### src/rtl/pll_reconfig_sequencer.sv
`timescale 1ns/1ps
`default_nettype none
// +----------------------------------------------------------------------------+
// | pll_reconfig_sequencer                                                     |
// | Writes M/N/C/bandwidth/charge-pump settings to a PLL reconfig port on each |
// | mode change, starts reconfiguration, then polls status with a timeout.     |
// | Revision: 1.0                                                              |
// +----------------------------------------------------------------------------+
module pll_reconfig_sequencer #(
  parameter int unsigned NUM_C      = 1,
  parameter int unsigned WRITE_GAP  = 3,
  parameter int unsigned TIMEOUT    = 4096,
  parameter int unsigned BW_SETTING = 6,
  parameter int unsigned CP_SETTING = 3
) (
  input  logic                  clk,
  input  logic                  reset_n,
  input  logic                  mode_change,
  input  logic [17:0]           cfg_m,
  input  logic [17:0]           cfg_n,
  input  logic [18*NUM_C-1:0]   cfg_c,
  input  logic [31:0]           mgmt_readdata,
  input  logic                  mgmt_waitrequest,
  output logic                  mgmt_read,
  output logic                  mgmt_write,
  output logic [5:0]            mgmt_address,
  output logic [31:0]           mgmt_writedata,
  output logic                  busy,
  output logic                  done,
  output logic                  error
);

  localparam int unsigned GW = $clog2(WRITE_GAP + 1);
  localparam int unsigned PW = $clog2(TIMEOUT + 1);

  localparam logic [4:0]    LAST_SLOT = 5'(NUM_C + 5);
  localparam logic [4:0]    BW_SLOT   = 5'(NUM_C + 3);
  localparam logic [4:0]    CP_SLOT   = 5'(NUM_C + 4);
  localparam logic [GW-1:0] GAP_LOAD  = GW'(WRITE_GAP - 1);
  localparam logic [PW-1:0] POLL_LAST = PW'(TIMEOUT - 1);

  localparam logic [1:0] ST_IDLE  = 2'd0;
  localparam logic [1:0] ST_WRITE = 2'd1;
  localparam logic [1:0] ST_GAP   = 2'd2;
  localparam logic [1:0] ST_POLL  = 2'd3;

  logic [1:0]          state_q, state_d;
  logic [2:0]          sync_q, sync_d;
  logic                pending_q, pending_d;
  logic                busy_q, busy_d;
  logic                done_q, done_d;
  logic                error_q, error_d;
  logic                read_q, read_d;
  logic                write_q, write_d;
  logic [5:0]          addr_q, addr_d;
  logic [31:0]         wdata_q, wdata_d;
  logic [17:0]         m_q, m_d;
  logic [17:0]         n_q, n_d;
  logic [18*NUM_C-1:0] c_q, c_d;
  logic [4:0]          slot_q, slot_d;
  logic [GW-1:0]       gap_q, gap_d;
  logic [PW-1:0]       poll_q, poll_d;

  logic                mc_rise;
  logic [4:0]          nxt_slot;
  logic [5:0]          slot_addr;
  logic [31:0]         slot_data;
  logic                unused_rdata;

  assign mc_rise      = sync_q[1] & ~sync_q[2];
  assign nxt_slot     = slot_q + 5'd1;
  assign unused_rdata = ^mgmt_readdata[31:1];

  // Register map for the slot about to be issued; slot 0 is loaded directly from IDLE.
  always_comb begin
    slot_addr = 6'h02;
    slot_data = 32'd1;
    if (nxt_slot == 5'd1) begin
      slot_addr = 6'h04;
      slot_data = {14'h0, m_q};
    end else if (nxt_slot == 5'd2) begin
      slot_addr = 6'h03;
      slot_data = {14'h0, n_q};
    end else if (nxt_slot == BW_SLOT) begin
      slot_addr = 6'h08;
      slot_data = 32'(BW_SETTING);
    end else if (nxt_slot == CP_SLOT) begin
      slot_addr = 6'h09;
      slot_data = 32'(CP_SETTING);
    end
    for (int k = 0; k < int'(NUM_C); k++) begin
      if (nxt_slot == 5'(k + 3)) begin
        slot_addr = 6'h05;
        slot_data = {9'h0, 5'(k), c_q[18*k +: 18]};
      end
    end
  end

  always_comb begin
    state_d   = state_q;
    sync_d    = {sync_q[1:0], mode_change};
    pending_d = pending_q;
    busy_d    = busy_q;
    done_d    = 1'b0;
    error_d   = error_q;
    read_d    = read_q;
    write_d   = write_q;
    addr_d    = addr_q;
    wdata_d   = wdata_q;
    m_d       = m_q;
    n_d       = n_q;
    c_d       = c_q;
    slot_d    = slot_q;
    gap_d     = gap_q;
    poll_d    = poll_q;

    case (state_q)
      ST_IDLE: begin
        if (mc_rise || pending_q) begin
          m_d       = cfg_m;
          n_d       = cfg_n;
          c_d       = cfg_c;
          pending_d = 1'b0;
          error_d   = 1'b0;
          busy_d    = 1'b1;
          slot_d    = 5'd0;
          write_d   = 1'b1;
          addr_d    = 6'h00;
          wdata_d   = 32'd1;
          state_d   = ST_WRITE;
        end
      end
      ST_WRITE: begin
        if (!mgmt_waitrequest) begin
          write_d = 1'b0;
          gap_d   = GAP_LOAD;
          state_d = ST_GAP;
        end
      end
      ST_GAP: begin
        if (gap_q == GW'(1)) begin
          if (slot_q == LAST_SLOT) begin
            read_d  = 1'b1;
            addr_d  = 6'h01;
            poll_d  = '0;
            state_d = ST_POLL;
          end else begin
            slot_d  = nxt_slot;
            write_d = 1'b1;
            addr_d  = slot_addr;
            wdata_d = slot_data;
            state_d = ST_WRITE;
          end
        end else begin
          gap_d = gap_q - GW'(1);
        end
      end
      default: begin
        poll_d = poll_q + PW'(1);
        // A successful status read wins over a timeout landing on the same cycle.
        if (!mgmt_waitrequest && mgmt_readdata[0]) begin
          read_d  = 1'b0;
          done_d  = 1'b1;
          busy_d  = 1'b0;
          state_d = ST_IDLE;
        end else if (poll_q == POLL_LAST) begin
          read_d  = 1'b0;
          error_d = 1'b1;
          busy_d  = 1'b0;
          state_d = ST_IDLE;
        end
      end
    endcase

    if (mc_rise && (state_q != ST_IDLE)) begin
      pending_d = 1'b1;
    end
  end

  always_ff @(posedge clk or negedge reset_n) begin
    if (!reset_n) begin
      state_q   <= ST_IDLE;
      sync_q    <= '0;
      pending_q <= 1'b0;
      busy_q    <= 1'b0;
      done_q    <= 1'b0;
      error_q   <= 1'b0;
      read_q    <= 1'b0;
      write_q   <= 1'b0;
      addr_q    <= '0;
      wdata_q   <= '0;
      m_q       <= '0;
      n_q       <= '0;
      c_q       <= '0;
      slot_q    <= '0;
      gap_q     <= '0;
      poll_q    <= '0;
    end else begin
      state_q   <= state_d;
      sync_q    <= sync_d;
      pending_q <= pending_d;
      busy_q    <= busy_d;
      done_q    <= done_d;
      error_q   <= error_d;
      read_q    <= read_d;
      write_q   <= write_d;
      addr_q    <= addr_d;
      wdata_q   <= wdata_d;
      m_q       <= m_d;
      n_q       <= n_d;
      c_q       <= c_d;
      slot_q    <= slot_d;
      gap_q     <= gap_d;
      poll_q    <= poll_d;
    end
  end

  assign mgmt_read      = read_q;
  assign mgmt_write     = write_q;
  assign mgmt_address   = addr_q;
  assign mgmt_writedata = wdata_q;
  assign busy           = busy_q;
  assign done           = done_q;
  assign error          = error_q;

endmodule
`default_nettype wire

### config.mk
export PLATFORM = sky130hd
export DESIGN_NAME = pll_reconfig_sequencer
export DESIGN_NICKNAME = d
export VERILOG_FILES = /design/src/rtl/pll_reconfig_sequencer.sv
export SDC_FILE = /design/constraint.sdc
export NUM_CORES = 1
export LEC_CHECK = 0
export BUFFER_PORTS_ARGS = -buffer_cell sky130_fd_sc_hd__buf_2
export CAP_MARGIN = 10
export CORE_ASPECT_RATIO = 2
export CORE_MARGIN = 3
export CORE_UTILIZATION = 59
export CTS_BUF_LIST = sky130_fd_sc_hd__clkbuf_4 sky130_fd_sc_hd__clkbuf_8
export DETAILED_ROUTE_END_ITERATION = 8
export GPL_ROUTABILITY_DRIVEN = 0
export PLACE_DENSITY = 0.87
export SLEW_MARGIN = 20
export SYNTH_ARGS = -nofsm -noshare
export SYNTH_HDL_FRONTEND = slang
export SYNTH_SLANG_ARGS = --single-unit
export TNS_END_PERCENT = 100
### constraint.sdc
create_clock -name clk -period 5.55 [get_ports clk]
set_clock_uncertainty 0.1 [all_clocks]
set_input_delay 0.555 -clock clk [delete_from_list [all_inputs] [get_ports clk]]
set_output_delay 0.555 -clock clk [all_outputs]
set_load 0.02 [all_outputs]
==> impl_metrics.tcl <==
set metrics [dict create \
    grt_overflow 0 \
    maxSlewViolCount 0 \
    synth_top_family_by_area "compound AO/OA/AOI/OAI gates" \
    place_hpwl_um 8040 \
    netlist_area_mm2 0.00524 \
    ys_seq_area_share_pct 51.1 \
    fin_cells 626 \
    areaGrowthSynthToFinish_pct 11.5 \
    rows 48 \
    status "complete, no violations" \
    peakVddDrop_uv 329 \
    root_buffer "clkbuf_8" \
    drc_errors 0 \
    hold_buffers 0 \
    worstPathRequired_ps 5720 \
    critPathCaptureType "register" \
    synth_xor_area_share_pct 2.15 \
    syn_inst 447 \
    cp-start-kind "register" \
    final-seq-area_mm2 0.00268 \
    multiInputGateArea_mm2 0.00232 \
    dr.pass1.iters 4 \
    wl_per_cell_um 17.8 \
    synth_seq_cells 107 \
    synth_area_per_cell_um2 11.7 \
    synth_edf_count 0 \
    grt_pass1_vias 4011 \
    postCtsSetupRepairBufs 0 \
    dieArea_mm2 0.0101 \
    grt_setup_unrepaired "false" \
    setup_viol_count_final 0 \
    worst_pin_slew_ps 986 \
    arrival_ps 2970 \
    worstPathMaxFanout 25 \
    drt_iter0_drc 177 \
    grt_max_degree 76 \
    cts_buffers 9 \
    layout_setup_ws_ps 2750 \
    whs_ps 0.168 \
    rrSetupSlack_ps 2750 \
    ios 133 \
    synth-simple-area-share_pct 11.8 \
    cts_max_path_buffers 2 \
    grt_pass1_wl_um 18500 \
    nets 623 \
    tns_ps 0 \
    ant_nets 0 \
    routed_wl_um 11100 \
    ys_async_sr_fraction_pct 100 \
    crit_type "reg2reg" \
    die_x_um 72.6 \
    synth_cell_types 60 \
    cts.sinks 107 \
    grtUsageTotal_pct 23.2 \
    cts_tree "yes" \
    max_freq_ghz 0.357 \
    n_fill_cell 640 \
    synthAdderAreaFrac_pct 2.87 \
    yosys_warnings 0 \
    synth_compound_area_share_pct 13.9 \
    start_util_pct 60.5 \
    path_cells "inv_1 > ha_1 > a21boi_2 > a221o_1 > a32o_1" \
    slowest_stage "ha_1" \
    finalCritPeriodShare_pct 50.4 \
    placedCellCount 610 \
    htreeDepth 3 \
    antenna_found_initial 0 \
    power_mw 2.72 \
    hold_viol_final 0 \
    die_h_um 139 \
    vias 3716 \
    drv_cap 0 \
    vias_per_cell 5.94 \
    drive_above_1_share_pct 32.5 \
    finish.instance_area_mm2 0.00584 \
    port_buffers 85 \
    placeableCoreArea_mm2 0.00865 \
    power_density_mw_per_mm2 466 \
    hold_path.class "in2async" \
    muxShareOfSynthArea_pct 12.4 \
    cp_slowest_stage_delay_ps 810 \
    dpl_cell_area_mm2 0.00562 \
    max-slew-margin-rel_pct 34.3 \
    fin_crit_ps 2800 \
    antenna_cells 0 \
    clk_latency_ps 380 \
    post_cts_resized 0 \
    ys.flop_type "dfrtp_1" \
    place_ws_ps 2820 \
    p_leak_nw 2.71 \
    clk_pin_slew_ps 110 \
    final_util_pct 67.5 \
]
## placed cells by master, fill, tap and decap left out, types with 4 or more instances in the layout
cell type  Yosys  layout
dfrtp_1      107     107
buf_2         12      84
mux2_2        55      55
nand2_1       24      24
nor2_1        23      23
o21ai_0       18      18
nand2b_1      17      17
a32o_1        16      16
conb_1         1      16
a221o_1       15      15
inv_1         12      12
ha_1          12      12
a21oi_1        9       9
clkbuf_8       0       9
nand3_1        8       8
xnor2_1        8       8
a22o_1         5       5
buf_4         16       5
nand4_1        4       4
o31ai_1        4       4
a31oi_1        4       4
nor3_1         4       4
## synthesized netlist by cell type, drive strengths merged, types with 2 or more instances
master / count / share of area (%)
dfrtp: 107 / 51
mux2: 56 / 12
buf: 31 / 4.1
nand2: 24 / 1.7
nor2: 24 / 1.9
o21ai: 19 / 1.8
nand2b: 17 / 2.0
a32o: 16 / 3.1
a221o: 15 / 2.9
ha: 12 / 2.9
inv: 12 / 0.86
clkbuf: 10 / 0.72
a21oi: 9 / 0.86
nand3: 9 / 0.96
xnor2: 9 / 1.6
a22o: 5 / 0.84
a31oi: 4 / 0.48
and3: 4 / 0.57
nand4: 4 / 0.48
nor3: 4 / 0.38
nor4: 4 / 0.76
o31ai: 4 / 0.57
a21boi: 3 / 0.50
and2: 3 / 0.36
nand3b: 3 / 0.43
nor2b: 3 / 0.36
o22ai: 3 / 0.36
o41ai: 3 / 0.50
xor2: 3 / 0.50
a21o: 2 / 0.29
a22oi: 2 / 0.29
a31o: 2 / 0.33
and3b: 2 / 0.33
mux2i: 2 / 0.38
nor3b: 2 / 0.29
nor4b: 2 / 0.33
## cell type report
class                   instances  area share [%]
flip-flops and latches        107            45.8
multi-input cells             302            39.7
repair buffers                 89            7.84
well taps                     100            2.14
clock buffers                   9            2.12
clock inverters                 7            1.59
inverters                      12           0.771
## worst max-delay path: cells and delay by family (launching register included)
kind                     cells  cell delay [ps]
AO/OA/AOI/OAI                3             1110
adder cells (fa/ha/maj)      1              810
flip-flops                   1              520
buffers and inverters        1              140
## registers in the layout, indices dropped and copies added (netlist names)
register / count
busy: 1
c_q: 18
done: 1
error: 1
gap_q: 2
m_q: 18
mgmt_address: 4
mgmt_read: 1
mgmt_write: 1
mgmt_writedata: 18
n_q: 18
pending_q: 1
poll_q: 13
slot_q: 5
state_q: 2
sync_q: 3
## metal layers
metal | GRT usage (%) | wire (um) | vias to the layer above
li1 | - | - | 1742
met1 | 24.8 | 3870 | 1840
met2 | 42.1 | 6460 | 110
met3 | 5.71 | 513 | 24
met4 | 9.34 | 289 | 0
met5 | 0 | 0 | -
## worst paths after layout
kind / startpoint / to / depth (start not counted)
worst max-delay path: slot_q[0] / mgmt_writedata[10] / 5
worst min-delay path: reset_n / done / 1
worst max register to register: slot_q[0] / mgmt_writedata[10] / 5
worst min register to register: sync_q[0] / sync_q[1] / 0
max in group asynchronous: reset_n / mgmt_address[2] / 2
min in group clk: mode_change / sync_q[0] / 1
## logic make-up (layout without fill, tap and decap cells)
kind of cell | Yosys count | in the layout
fa+ha+maj | 12 | 12
buf+inv | 53 | 117
flops | 107 | 107
compound gates | 94 | 94
mux | 58 | 58
xor+xnor | 12 | 12
other cells | 1 | 16
simple gates | 110 | 110
## power by group
| part | internal (mW) | switching [mW] | leakage, nW | total [mW] |
|---|---|---|---|---|
| logic | 0.502 | 0.490 | 1.27 | 0.992 |
| registers | 1.05 | 0.165 | 1.33 | 1.22 |
| clock network | 0.221 | 0.288 | 0.109 | 0.510 |
| total | 1.78 | 0.944 | 2.71 | 2.72 |
Note: power is estimated with default switching activity, not from simulation.
